### src/rtl/zone_alarm.sv
// Multi-zone intrusion alarm: IDLE/ARMED/ENTRY/ALARM controller with panic, entry delay and zone latch.
// Latency: a trigger sampled on a rising edge shows on L/st right after that same edge; all outputs come from registers.
// Backpressure: none; inputs are sampled on every rising edge, and clr only acts in ALARM while X=1 and A=0.
module zone_alarm #(
   parameter int N     = 4,
   parameter int DELAY = 8
) (
   input  logic         clk,
   input  logic         rst_n,
   input  logic [N-1:0] D,
   input  logic         X,
   input  logic         A,
   input  logic         clr,
   output logic         L,
   output logic [N-1:0] zone,
   output logic         P,
   output logic         pend,
   output logic [7:0]   cnt,
   output logic [1:0]   st
);

   // The entry-delay counter is 8 bits wide, so larger delays cannot be represented.
   generate
      if (DELAY < 0 || DELAY > 255) begin : g_bad_delay
         $error("zone_alarm: DELAY must be within 0..255");
      end
      if (N < 1 || N > 32) begin : g_bad_n
         $error("zone_alarm: N must be within 1..32");
      end
   endgenerate

   typedef enum logic [1:0] {
      S_IDLE  = 2'd0,
      S_ARMED = 2'd1,
      S_ENTRY = 2'd2,
      S_ALARM = 2'd3
   } state_t;

   localparam logic [7:0] C_DELAY = 8'(DELAY);

   state_t         r_st;
   state_t         w_st_nxt;
   logic [7:0]     r_cnt;
   logic [7:0]     w_cnt_nxt;
   logic [N-1:0]   r_zone;
   logic [N-1:0]   w_zone_nxt;
   logic           r_p;
   logic           w_p_nxt;

   // Next state, entry countdown, zone latch and panic flag; panic overrides everything else.
   always_comb begin
      w_st_nxt   = r_st;
      w_cnt_nxt  = 8'd0;
      w_zone_nxt = r_zone;
      w_p_nxt    = r_p | A;

      if (A) begin
         w_st_nxt = S_ALARM;
      end else begin
         case (r_st)
            S_IDLE: begin
               if (!X) w_st_nxt = S_ARMED;
            end
            S_ARMED: begin
               if (X) begin
                  w_st_nxt = S_IDLE;
               end else if (|D) begin
                  if (DELAY == 0) begin
                     w_st_nxt = S_ALARM;
                  end else begin
                     w_st_nxt  = S_ENTRY;
                     w_cnt_nxt = C_DELAY;
                  end
               end
            end
            S_ENTRY: begin
               // Last remaining cycle (or a zero count) expires into ALARM, so the counter never wraps.
               if (X) begin
                  w_st_nxt = S_IDLE;
               end else if (r_cnt <= 8'd1) begin
                  w_st_nxt = S_ALARM;
               end else begin
                  w_cnt_nxt = r_cnt - 8'd1;
               end
            end
            S_ALARM: begin
               if (clr && X) w_st_nxt = S_IDLE;
            end
            default: w_st_nxt = S_IDLE;
         endcase
      end

      // Zones accumulate only while the system is armed in some form and the key is not disarming.
      if (r_st != S_IDLE && !X) w_zone_nxt = r_zone | D;

      // Returning to IDLE wipes the event history.
      if (w_st_nxt == S_IDLE) begin
         w_zone_nxt = '0;
         w_p_nxt    = 1'b0;
      end
   end

   // State and history registers; reset aborts any delay or alarm immediately.
   always_ff @(posedge clk or negedge rst_n) begin
      if (!rst_n) begin
         r_st   <= S_IDLE;
         r_cnt  <= 8'd0;
         r_zone <= '0;
         r_p    <= 1'b0;
      end else begin
         r_st   <= w_st_nxt;
         r_cnt  <= w_cnt_nxt;
         r_zone <= w_zone_nxt;
         r_p    <= w_p_nxt;
      end
   end

   assign L    = (r_st == S_ALARM);
   assign pend = (r_st == S_ENTRY);
   assign cnt  = r_cnt;
   assign zone = r_zone;
   assign P    = r_p;
   assign st   = r_st;

endmodule

### config.mk
export PLATFORM = sky130hd
export DESIGN_NAME = zone_alarm
export DESIGN_NICKNAME = d
export VERILOG_FILES = /design/src/rtl/zone_alarm.sv
export SDC_FILE = /design/constraint.sdc
export NUM_CORES = 1
export LEC_CHECK = 0
export ABC_CLOCK_PERIOD_IN_PS = 4160
export CAP_MARGIN = 30
export CORE_ASPECT_RATIO = 0.5
export CORE_UTILIZATION = 25
export CTS_CLUSTER_SIZE = 30
export DETAILED_ROUTE_END_ITERATION = 7
export SYNTH_ARGS = -nofsm -noshare
export SYNTH_HDL_FRONTEND = slang
export SYNTH_SLANG_ARGS = --single-unit
### constraint.sdc
create_clock -name clk -period 4.16 [get_ports clk]
set_input_delay 0.832 -clock clk [delete_from_list [all_inputs] [get_ports clk]]
set_output_delay 0.832 -clock clk [all_outputs]
set_load 0.01 [all_outputs]
==> results.ini <==
[outcome]
status=finished with violations
violations=design-rule violations

[final_layout]
n_antenna_cell=0
drive_above_1_share_pct=6.36
n_fill_cell=309
regArea_sq_um=375
layout.cells.most_common_list=clkdlybuf4s50_1 (25), dfrtp_1 (15), nor2_1 (11), inv_1 (8), ha_1 (7)
multiInputGateArea_sq_um=435
layout.nets=127
area_delta_synth_final_pct=41.2
final_common_cell=clkdlybuf4s50_1

[floorplan]
die-area_sq_mm=0.00361
fp-row-count=14
die_w_um=84.0
io-pin-count=26
die_h_um=43.0
initial_core_util_pct=27.1
floorplan.core_area_sq_mm=0.00310

[global_routing]
grt_max_degree=16
grt_pass1_wl_um=2790
grt_pass1_vias=588
track_usage_pct=10.3
grt_overflow=0
antenna_found_initial=0

[worst_hold_path]
hp-class=reg -> reg
hold_depth=1

[setup_path]
r2r_slack_ns=2.01
critPathLaunchType=register
reg2reg_depth=5
critical_path_class=reg -> out
critPathRequiredTime_ns=3.33
crit_fanout=6
arrival_ns=1.66
end_kind=output port

[routing]
drtPass1Iterations=6
ant_nets=0
post_drt_via_cell_ratio=4.53
routed-via-count=679
drc_errors=2
wl_um=1760
wl_per_cell_um=11.7
drt_iter0_drc=41

[power_and_ir_drop]
leakage_nw=0.551
vdd_drop_max_v=0.000143
p_per_area_mw_per_mm2=440
report.power.total_uw=523

[clock_tree]
cts.repair.resized=0
numCtsBuffers=3
cts.clk_slew.worst_paths_ns=0.06
ctsRootBufferMaster=clkbuf_8
clkLatencyLatePin_ns=0.25
htree_levels=1
clockBufferDepth=2
clkSinkCount=15
hold_buffers=0
cts_tree=done
post_cts_buffers=0

[sta]
min_period_over_period_pct=59.9
report.final.slew_viol_count=0
max_freq_ghz=0.402
setup_ws_ns=1.67
fin_crit_ns=2.49
hold-worst-slack_ns=0.507
slew_headroom_pct=56.8
setup_tns_ns=0
rsz0062_at_grt=false
setup_viol=0
skew_ns=0.00711
hold_viol=0
max_slew.worst_pin.slew_ns=0.646

[synth]
synth_cells=81
yosys.cell_types.count=29
synth_warnings=0
seq_area_frac_synth_pct=44.6
synth-seq-cells=15
synth_nets=97
syn-cell-area_sq_um=841
synth_area_per_cell_sq_um=10.4

[place]
io_buffers=25
place_hpwl_um=1380
post-place-ws_ns=1.47
gp_congestion=0.797

[flow_run]
max_cap_violations=0

[cell usage after synthesis]
master | count | area, sq um
nor3_1 | 1 | 5.00
or3_1 | 1 | 6.26
dfrtp_1 | 15 | 375
or4_4 | 1 | 11.3
o31ai_2 | 1 | 12.5
a211oi_1 | 1 | 7.51
a21oi_1 | 1 | 5.00
nand3_1 | 1 | 5.00
o21ai_0 | 1 | 5.00
nor2b_1 | 1 | 6.26
nand2_1 | 2 | 7.51
xnor2_1 | 5 | 43.8
o21a_1 | 1 | 7.51
o41ai_1 | 1 | 8.76
a211o_1 | 1 | 8.76
a311oi_1 | 1 | 8.76
nand3b_1 | 2 | 15.0
nor4_1 | 2 | 12.5
ha_1 | 7 | 87.6
o31ai_1 | 2 | 15.0
and2_1 | 4 | 25.0
nor2_1 | 11 | 41.3
a21o_1 | 4 | 30.0
a221oi_1 | 1 | 8.76
inv_1 | 8 | 30.0
xor2_1 | 1 | 8.76
nor4_4 | 1 | 21.3
o22ai_1 | 1 | 6.26
nor3b_1 | 2 | 15.0
[per-layer routing]
metal	vias to the layer above	track usage [%]	part of all wire (%)
li1	342	-	-
met1	317	14.1	50
met3	0	4.09	4.7
met4	0	4.14	0
met5	-	0	0
met2	20	14.6	45
[per-stage QoR]
step	instance area, sq um	util, %	cells
finish	1190	38.3	150
global route	1190	38.3	150
CTS	1190	38.3	150
detailed placement	1140	36.8	146
global placement	1140	36.8	146
floorplan	841	-	81
[state kept, by name (all words and copies together), names as in the netlist]
name	count
st	2
cnt	8
zone	4
P	1
[final cells by class]
| type | count | area share, % |
|---|---|---|
| Multi-Input combinational cell | 58 | 36.7 |
| Timing Repair Buffer | 25 | 21.1 |
| Inverter | 8 | 2.53 |
| Sequential cell | 15 | 31.6 |
| Tap cell | 40 | 4.21 |
| Clock buffer | 3 | 3.48 |
| Clock inverter | 1 | 0.421 |
[where the power goes]
group,internal (mW),total (mW),switching (mW)
logic,0.118,0.207,0.0893
clock network,0.0664,0.118,0.0519
registers,0.175,0.197,0.0221
total,0.360,0.523,0.163
[cell families after synthesis]
group	share of synthesized area, %
compound gates	14.7
xor+xnor	6.25
fa+ha+maj	10.4
buf+inv	3.57
flops	44.6
simple gates	20.4
[final timing paths]
path	from	endpoint
max in group asynchronous	rst_n	zone[2]
worst min-delay path	P	P
min in group asynchronous	rst_n	cnt[2]
worst max-delay path	st[0]	pend
worst min register to register	P	P
worst max register to register	cnt[2]	zone[2]
[worst max-delay path: stages, from the launching register on]
cell	delay (ns)
dfrtp_1	0.43
inv_1	0.13
ha_1	0.28
clkdlybuf4s50_1	0.57
Power figures use the tool's default switching activity.
